--- src/rtl/cpu_axi_bridge.sv ---
// Bridges the core's instruction and data SRAM-like ports onto a single AXI3 master.
// Single-beat transactions only; each requester has at most one outstanding access.
module cpu_axi_bridge #(
    parameter logic [3:0] INST_ID = 4'd0,
    parameter logic [3:0] DATA_ID = 4'd1
) (
    input  logic        clk,
    input  logic        resetn,

    input  logic        inst_sram_req,
    input  logic        inst_sram_wr,
    input  logic [1:0]  inst_sram_size,
    input  logic [3:0]  inst_sram_wstrb,
    input  logic [31:0] inst_sram_addr,
    input  logic [31:0] inst_sram_wdata,
    output logic        inst_sram_addr_ok,
    output logic        inst_sram_data_ok,
    output logic [31:0] inst_sram_rdata,
    output logic [3:0]  axi_arid,

    input  logic        data_sram_req,
    input  logic        data_sram_wr,
    input  logic [1:0]  data_sram_size,
    input  logic [3:0]  data_sram_wstrb,
    input  logic [31:0] data_sram_addr,
    input  logic [31:0] data_sram_wdata,
    output logic        data_sram_addr_ok,
    output logic        data_sram_data_ok,
    output logic [31:0] data_sram_rdata,

    output logic [3:0]  arid,
    output logic [31:0] araddr,
    output logic [7:0]  arlen,
    output logic [2:0]  arsize,
    output logic [1:0]  arburst,
    output logic [1:0]  arlock,
    output logic [3:0]  arcache,
    output logic [2:0]  arprot,
    output logic        arvalid,
    input  logic        arready,

    input  logic [3:0]  rid,
    input  logic [31:0] rdata,
    input  logic [1:0]  rresp,
    input  logic        rlast,
    input  logic        rvalid,
    output logic        rready,

    output logic [3:0]  awid,
    output logic [31:0] awaddr,
    output logic [7:0]  awlen,
    output logic [2:0]  awsize,
    output logic [1:0]  awburst,
    output logic [1:0]  awlock,
    output logic [3:0]  awcache,
    output logic [2:0]  awprot,
    output logic        awvalid,
    input  logic        awready,

    output logic [3:0]  wid,
    output logic [31:0] wdata,
    output logic [3:0]  wstrb,
    output logic        wlast,
    output logic        wvalid,
    input  logic        wready,

    input  logic [3:0]  bid,
    input  logic [1:0]  bresp,
    input  logic        bvalid,
    output logic        bready
);

    typedef enum logic [1:0] {AR_IDLE, AR_INST, AR_DATA} ar_state_t;
    typedef enum logic [1:0] {W_IDLE, W_ADDR_DATA, W_ADDR, W_DATA} w_state_t;

    ar_state_t   ar_state_reg, ar_state_next;
    w_state_t    w_state_reg, w_state_next;
    logic        inst_busy_reg, inst_busy_next;
    logic        data_busy_reg, data_busy_next;
    logic        ready_reg;
    logic [31:0] ar_addr_reg, aw_addr_reg, wdata_reg;
    logic [1:0]  ar_size_reg, aw_size_reg;
    logic [3:0]  wstrb_reg;

    logic        data_rd_grant, inst_grant, store_grant;
    logic        inst_beat, data_r_beat, data_b_beat;

    // Inputs the bridge deliberately ignores.
    logic unused_inputs;
    assign unused_inputs = ^{inst_sram_wr, inst_sram_wstrb, inst_sram_wdata, rresp, rlast, bresp};

    // Read-address arbitration: a data read beats a fetch in the same cycle.
    always_comb begin
        ar_state_next = ar_state_reg;
        data_rd_grant = 1'b0;
        inst_grant    = 1'b0;
        case (ar_state_reg)
            AR_IDLE: begin
                if (data_sram_req && !data_sram_wr && !data_busy_reg) begin
                    data_rd_grant = 1'b1;
                    ar_state_next = AR_DATA;
                end else if (inst_sram_req && !inst_busy_reg) begin
                    inst_grant    = 1'b1;
                    ar_state_next = AR_INST;
                end
            end
            AR_INST, AR_DATA: begin
                if (arready) ar_state_next = AR_IDLE;
            end
            default: ar_state_next = AR_IDLE;
        endcase
    end

    // Write channel: AW and W handshake independently; leave once both have completed.
    always_comb begin
        w_state_next = w_state_reg;
        store_grant  = 1'b0;
        case (w_state_reg)
            W_IDLE: begin
                if (data_sram_req && data_sram_wr && !data_busy_reg && !data_rd_grant) begin
                    store_grant  = 1'b1;
                    w_state_next = W_ADDR_DATA;
                end
            end
            W_ADDR_DATA: begin
                if (awready && wready) w_state_next = W_IDLE;
                else if (awready)      w_state_next = W_DATA;
                else if (wready)       w_state_next = W_ADDR;
            end
            W_ADDR:  if (awready) w_state_next = W_IDLE;
            W_DATA:  if (wready)  w_state_next = W_IDLE;
            default: w_state_next = W_IDLE;
        endcase
    end

    // Responses are only forwarded to a requester that is actually waiting.
    assign inst_beat   = rvalid && (rid == INST_ID) && inst_busy_reg;
    assign data_r_beat = rvalid && (rid == DATA_ID) && data_busy_reg;
    assign data_b_beat = bvalid && (bid == DATA_ID) && data_busy_reg;

    always_comb begin
        inst_busy_next = inst_busy_reg;
        if (inst_grant)     inst_busy_next = 1'b1;
        else if (inst_beat) inst_busy_next = 1'b0;

        data_busy_next = data_busy_reg;
        if (data_rd_grant || store_grant)    data_busy_next = 1'b1;
        else if (data_r_beat || data_b_beat) data_busy_next = 1'b0;
    end

    always_ff @(posedge clk or negedge resetn) begin
        if (!resetn) begin
            ar_state_reg  <= AR_IDLE;
            w_state_reg   <= W_IDLE;
            inst_busy_reg <= 1'b0;
            data_busy_reg <= 1'b0;
            ready_reg     <= 1'b0;
            ar_addr_reg   <= 32'd0;
            ar_size_reg   <= 2'd0;
            aw_addr_reg   <= 32'd0;
            aw_size_reg   <= 2'd0;
            wstrb_reg     <= 4'd0;
            wdata_reg     <= 32'd0;
        end else begin
            ar_state_reg  <= ar_state_next;
            w_state_reg   <= w_state_next;
            inst_busy_reg <= inst_busy_next;
            data_busy_reg <= data_busy_next;
            ready_reg     <= 1'b1;
            if (data_rd_grant) begin
                ar_addr_reg <= data_sram_addr;
                ar_size_reg <= data_sram_size;
            end else if (inst_grant) begin
                ar_addr_reg <= inst_sram_addr;
                ar_size_reg <= inst_sram_size;
            end
            if (store_grant) begin
                aw_addr_reg <= data_sram_addr;
                aw_size_reg <= data_sram_size;
                wstrb_reg   <= data_sram_wstrb;
                wdata_reg   <= data_sram_wdata;
            end
        end
    end

    assign inst_sram_addr_ok = inst_grant;
    assign data_sram_addr_ok = data_rd_grant || store_grant;
    assign inst_sram_data_ok = inst_beat;
    assign inst_sram_rdata   = rdata;
    assign axi_arid          = inst_beat ? rid : 4'd0;
    assign data_sram_data_ok = data_r_beat || data_b_beat;
    assign data_sram_rdata   = rdata;

    assign arvalid = (ar_state_reg != AR_IDLE);
    assign arid    = (ar_state_reg == AR_DATA) ? DATA_ID : INST_ID;
    assign araddr  = ar_addr_reg;
    assign arsize  = {1'b0, ar_size_reg};
    assign arlen   = 8'd0;
    assign arburst = 2'b01;
    assign arlock  = 2'd0;
    assign arcache = 4'd0;
    assign arprot  = 3'd0;
    assign rready  = ready_reg;

    assign awvalid = (w_state_reg == W_ADDR_DATA) || (w_state_reg == W_ADDR);
    assign awid    = DATA_ID;
    assign awaddr  = aw_addr_reg;
    assign awsize  = {1'b0, aw_size_reg};
    assign awlen   = 8'd0;
    assign awburst = 2'b01;
    assign awlock  = 2'd0;
    assign awcache = 4'd0;
    assign awprot  = 3'd0;

    assign wvalid  = (w_state_reg == W_ADDR_DATA) || (w_state_reg == W_DATA);
    assign wid     = DATA_ID;
    assign wdata   = wdata_reg;
    assign wstrb   = wstrb_reg;
    assign wlast   = 1'b1;
    assign bready  = ready_reg;

endmodule

--- config.mk ---
export PLATFORM = sky130hd
export DESIGN_NAME = cpu_axi_bridge
export DESIGN_NICKNAME = d
export VERILOG_FILES = /design/src/rtl/cpu_axi_bridge.sv
export SDC_FILE = /design/constraint.sdc
export NUM_CORES = 1
export LEC_CHECK = 0
export ABC_AREA = 1
export CAP_MARGIN = 20
export CORE_AREA = 2 2 168 170
export DETAILED_ROUTE_END_ITERATION = 12
export DIE_AREA = 0 0 170 172
export PLACE_DENSITY_LB_ADDON = 0.08
export SLEW_MARGIN = 10
export SYNTH_ARGS = -nofsm -noshare
export SYNTH_HDL_FRONTEND = slang
export SYNTH_SLANG_ARGS = --single-unit
--- constraint.sdc ---
create_clock -name clk -period 1.6 [get_ports clk]
set_input_delay 0.32 -clock clk [delete_from_list [all_inputs] [get_ports clk]]
set_output_delay 0.32 -clock clk [all_outputs]
set_load 0.02 [all_outputs]
==> flow_summary_export.csv, run 1 <==
group,metric,value,unit
route,drt-initial-drc-count,284,
floorplanning,io_pins,430,
power_and_ir_drop,irDropWorstVdd,609,uV
placement,dpl.hpwl,13.4,mm
logic_synthesis,seq_area_frac_synth,46.0,%
logic_synthesis,ys_seq_elements,111,
route,wl,19.8,mm
route,first_pass_iters,4,
power_and_ir_drop,power.density,1730,nW/um^2
logic_synthesis,ys_top_cells_by_area,"dfrtp_1 (46%), buf_4 (16%), nand2_1 (14%), o21ai_1 (5.8%), inv_1 (5.3%)",
route,route.antenna.remaining_nets,0,
finish,nets,1151,
global_routing,grtUsageMet2,23.0,%
hold_path,min_path_type,"primary input to asynchronous set/reset pin",
finish,num_antenna_cells,0,
sta,whs,287,ps
sta,finalCritPeriodShare,106,%
sta,timing.final.ws_setup,-94.6,ps
critical_path,criticalPathCategory,"flop to primary output",
global_routing,grt_start_max_net_pins,71,
floorplanning,initial_core_util,22.0,%
global_routing,grt-ovfl-total,0,
power_and_ir_drop,clkPwrFrac,16.2,%
sta,slew_viol_final,0,
run_status,violations,"negative setup slack",
job,drv_cap,0,
power_and_ir_drop,pwr-share-seq,32.0,%
placement,place_congestion,0.712,
logic_synthesis,synth_edf_count,0,
global_routing,use_met3,3.66,%
floorplanning,die_h,172,um
power_and_ir_drop,leakage,4.73,nW
finish,fin_area,8810,um^2
cts,numCtsBuffers,9,
logic_synthesis,synth_cell_types,22,
placement,place_ws,-523,ps
critical_path,worst_setup_path_end_kind,"primary output",
cts,root_buffer,"clkbuf_16",
power_and_ir_drop,power_frac_comb,51.9,%
global_routing,antenna_found_initial,0,
floorplanning,fp-row-count,61,
sta,hold_violations,0,
logic_synthesis,avgSynthCellArea,7.96,um^2
cts,clock_latency,360,ps
global_routing,grt_busiest_layer,"met2",
finish,final_core_util,32.0,%
logic_synthesis,synth-main-ff-cell,"dfrtp_1",
cts,clock-sinks,111,
logic_synthesis,synthTopCellsByCount,"nand2_1 (228), buf_4 (126), dfrtp_1 (111), inv_1 (86), o21ai_1 (70)",
placement,dpl-instance-area,8190,um^2
critical_path,worst-path-max-fanout,3,
power_and_ir_drop,p_int,8.64,mW
sta,slew_headroom,62.0,%
critical_path,worstPathArrival,1370,ps
sta,min_period,1690,ps
logic_synthesis,synth_top_area_cell,"dfrtp_1",
sta,rsz0062_at_grt,"yes",
logic_synthesis,synth_top_area_share,46.0,%
sta,setup_viol,5,
global_routing,met1_usage,16.4,%
route,wl_per_cell,15.3,um
logic_synthesis,yosysWarnings,0,
route,drc,0,
sta,worst_slew_pin_slew,571,ps
floorplanning,fp.dieArea,29200,um^2
critical_path,critPathLaunchType,"flop",
floorplanning,core,27500,um^2
logic_synthesis,netlist_instances,759,
global_routing,grt_pass1_wl,29.8,mm
power_and_ir_drop,power.switching,6.63,mW
route,vias,5112,
critical_path,required,1280,ps
logic_synthesis,synth_most_common_cell,"nand2_1",
cts,cts_htree_levels,3,
route,vias_per_cell,3.94,
placement,port_buffers,235,
logic_synthesis,async_flop_share,100,%
cts,cts_tree,"yes",
power_and_ir_drop,switching_share,43.4,%
run_status,status,"finished with violations",
global_routing,grt_pass1_vias,5131,
finish,area_delta_synth_final,45.8,%
sta,fin_skew,11.2,ps
global_routing,grtUsageTotal,13.4,%
cts,cts_max_path_buffers,2,
cts,clk_pin_slew,90,ps
sta,max_freq,590,MHz
floorplanning,die_w,170,um
logic_synthesis,synthesis.area,6040,um^2
finish,drive_gt1_share,10.4,%
## metrics by stage
step                instances  TNS (ps)  power [mW]
finish                   1299      -349        15.3
global route             1299      -644        16.5
CTS                      1294      -417        15.3
detailed placement       1264    -36640        13.3
global placement         1264    -36140        13.3
floorplan                 814         0        9.38
## worst paths after layout
check	cells past startpoint	from	to	slack (ps)
setup / recovery	6	ar_state_reg[0]	inst_sram_addr_ok	-90
hold / removal	2	resetn	wdata[24]	290
setup reg to reg	9	ar_state_reg[0]	araddr[31]	100
hold reg to reg	2	awaddr[15]	awaddr[15]	490
max in group asynchronous	3	resetn	araddr[15]	560
min in group clk	5	bid[3]	data_busy_reg	400
## cell families (layout without fill, tap and decap cells)
kind of cell               after synthesis  in the layout  synth area share [%]
and+or+nand+nor                        318            318                  22.8
buffers and inverters                  248            387                  23.5
DFF                                    111            111                  46.0
AOI/OAI and AO/OA                       73             73                  6.09
adders and majority gates                7              7                  1.45
other                                    2             57                 0.124
## critical path, stage by stage (launching register included)
cell     delay [ps]
dfrtp_1         400
inv_2            80
ha_4            160
buf_6           120
nand3_4          70
inv_2            70
buf_6           120
## cells in the final DEF (no fill, tap or decap), types with 3 or more instances in the layout
master,netlist,routed
inv_1,86,80
o21ai_1,70,70
buf_8,0,3
dfrtp_1,111,109
nand3_4,0,4
dlymetal6s2s_1,0,3
dlygate4sd2_1,0,111
clkbuf_16,0,10
nand4_1,38,38
clkdlybuf4s50_1,0,112
ha_4,0,5
conb_1,2,57
nand3_1,40,38
buf_4,126,31
inv_2,3,7
buf_6,0,11
buf_12,0,7
nand2_1,228,227
## per-layer routing
layer / part of all wire, % / wire, um
met1: 43 / 8610
met2: 48 / 9460
met3: 7.7 / 1520
met4: 1.2 / 242
met5: 0 / 0
## cell type report
cell class                 count  area [um^2]
multi-input combinational    455         2180
inverter                      89          339
sequential                   111         2780
timing repair buffer         282         2760
tap                          346          433
clock buffer                   9          225
clock inverter                 7         86.3
fill                        3002        18700
## power by group through the flow
stage                     registers [mW]  logic (mW)  clock network, mW
after floorplan                     6.52        2.86                  0
after global placement              4.96        8.36                  0
after detailed placement            4.97        8.34                  0
after CTS                           4.90        7.80               2.59
after global routing                5.09        8.68               2.69
final                               4.88        7.92               2.47
## what timing repair did
action,4_1_cts,5_1_grt
cloned,1,1
endpoints found under the hold margin,3,0
setup endpoints to repair,205,91
pin swaps,9,7
hold buffers,1,0
buffers inserted,12,4
resized for setup,183,21
No activity file was read; power rests on OpenSTA's default activity.
==> run 2: changes to the inputs <==
- CORE_AREA: 2 2 168 170 -> 4 4 167 169
- DIE_AREA: 0 0 170 172 -> 0 0 171 173
- SLEW_MARGIN: 10 -> default
- clock period: 1.6 -> 1.7 ns (I/O delays scaled with it)
==> flow_summary_export.csv, run 2 (synthesis gave the netlist of run 1 again) <==
group,metric,value,unit
run_status,status,"finished with violations",
run_status,violations,"negative setup slack",
route,drc,0,
floorplanning,die_h,173,um
floorplanning,core,26600,um^2
sta,max_freq,576,MHz
floorplanning,initial_core_util,22.7,%
finish,area_delta_synth_final,46.2,%
route,first_pass_iters,4,
global_routing,grt_start_max_net_pins,41,
global_routing,grt_busiest_layer,"met2",
power_and_ir_drop,power.switching,6.15,mW
global_routing,antenna_found_initial,1,
cts,numCtsBuffers,9,
route,vias_per_cell,3.95,
sta,finalCritPeriodShare,102,%
global_routing,grt-ovfl-total,0,
sta,setup_viol,2,
cts,clk_pin_slew,90,ps
global_routing,grtUsageTotal,13.2,%
placement,place_congestion,0.715,
placement,port_buffers,235,
sta,fin_setup_tns,-64.2,ps
finish,drive_gt1_share,9.76,%
power_and_ir_drop,switching_share,42.8,%
route,wl_per_cell,15.5,um
critical_path,worst-path-max-fanout,4,
floorplanning,fp.dieArea,29600,um^2
critical_path,worstPathArrival,1390,ps
critical_path,worst_setup_path_end_kind,"primary output",
critical_path,crit_chain,"ha_2 > or2_4 > buf_6",
hold_path,min_path_type,"primary input to asynchronous set/reset pin",
sta,fin_skew,13.3,ps
global_routing,grt_pass1_vias,5296,
cts,clock_latency,360,ps
cts,cts_htree_levels,3,
floorplanning,die_w,171,um
floorplanning,io_pins,430,
route,route.antenna.remaining_nets,0,
sta,min_period,1730,ps
finish,final_cell_mix,"nand2_1 (227), clkdlybuf4s50_1 (125), dfrtp_1 (110), inv_1 (81), o21ai_1 (70)",
power_and_ir_drop,p_int,8.21,mW
power_and_ir_drop,power_frac_comb,53.0,%
power_and_ir_drop,power.density,1630,nW/um^2
route,wl,20.0,mm
cts,cts_max_path_buffers,2,
power_and_ir_drop,clkPwrFrac,15.1,%
sta,rsz0062_at_grt,"yes",
power_and_ir_drop,leakage,5.16,nW
critical_path,criticalPathCategory,"flop to primary output",
global_routing,grtUsageMet2,21.6,%
placement,place_ws,-452,ps
global_routing,use_met3,4.53,%
sta,hold_violations,0,
finish,nets,1151,
sta,slew_viol_final,0,
cts,clock-sinks,111,
power_and_ir_drop,irDropWorstVdd,605,uV
critical_path,required,1360,ps
global_routing,met1_usage,16.3,%
job,drv_cap,0,
placement,dpl.hpwl,14.2,mm
sta,timing.final.ws_setup,-34.7,ps
cts,root_buffer,"clkbuf_16",
floorplanning,fp-row-count,60,
critical_path,cp_top_family,"flip-flops",
global_routing,grt_pass1_wl,30.7,mm
critical_path,critPathLaunchType,"flop",
critical_path,crit_slowest_cell,"dfrtp_2",
route,drt-initial-drc-count,251,
cts,cts_tree,"yes",
finish,fill_cells,2846,
power_and_ir_drop,pwr-share-seq,31.8,%
route,vias,5120,
finish,layout_commonest_cell,"nand2_1",
critical_path,cpPeakStageDelay,460,ps
critical_path,cp_num_buf_inv,1,
[run 2: path summary, 6_finish.rpt]
path                                start        endpoint  slack [ps]  cells after the start
min reg2reg                     awaddr[2]       awaddr[2]         490                      2
min                                resetn       wdata[22]         450                      2
max                        w_state_reg[0]          wvalid         -30                      3
max reg2reg                 data_busy_reg  ar_size_reg[1]         120                      7
min in group clk                   rid[3]   data_busy_reg         470                      5
max in group asynchronous          resetn       araddr[8]         660                      3
[run 2: repair_timing]
action	in CTS	in global routing
setup buffers	6	4
hold buffers	1	0
gates cloned	1	0
pin swaps	2	8
gates resized for setup	96	66
endpoints found under the hold margin	20	0
endpoints found under the setup margin	142	135
[run 2: area by class of cell]
class	count	area [um^2]	share of cell area, %
clock inverters	6	52.6	0.595
inverters	89	334	3.78
repair buffers	282	2870	32.5
well taps	341	427	4.83
flip-flops and latches	111	2780	31.5
multi-input cells	455	2130	24.1
clock buffers	10	239	2.71
diodes	1	2.50	0.0283
[run 2: per-layer routing]
layer	up-vias	wire length (um)
li1	2572	-
met1	2335	8370
met2	174	9540
met3	39	1760
met4	0	350
met5	-	0
[run 2: through the flow]
stage	instances	instance area, um^2	hold slack, ps	total power, mW	utilization, %
floorplan	814	6240	44.4	8.82	-
finish	1295	8830	455	14.4	33.2
global placement	1266	8250	297	12.6	31.0
CTS	1290	8610	453	14.7	32.4
detailed placement	1266	8250	297	12.6	31.0
global route	1295	8830	471	15.5	33.2
[run 2: power by group through the flow]
stage                     Sequential (mW)  Combinational, mW  Clock (mW)
after detailed placement             4.67               7.95           0
after global routing                 4.76               8.36        2.39
after floorplan                      6.13               2.69           0
final                                4.57               7.61        2.17
after global placement               4.68               7.96           0
after CTS                            4.61               7.80        2.30
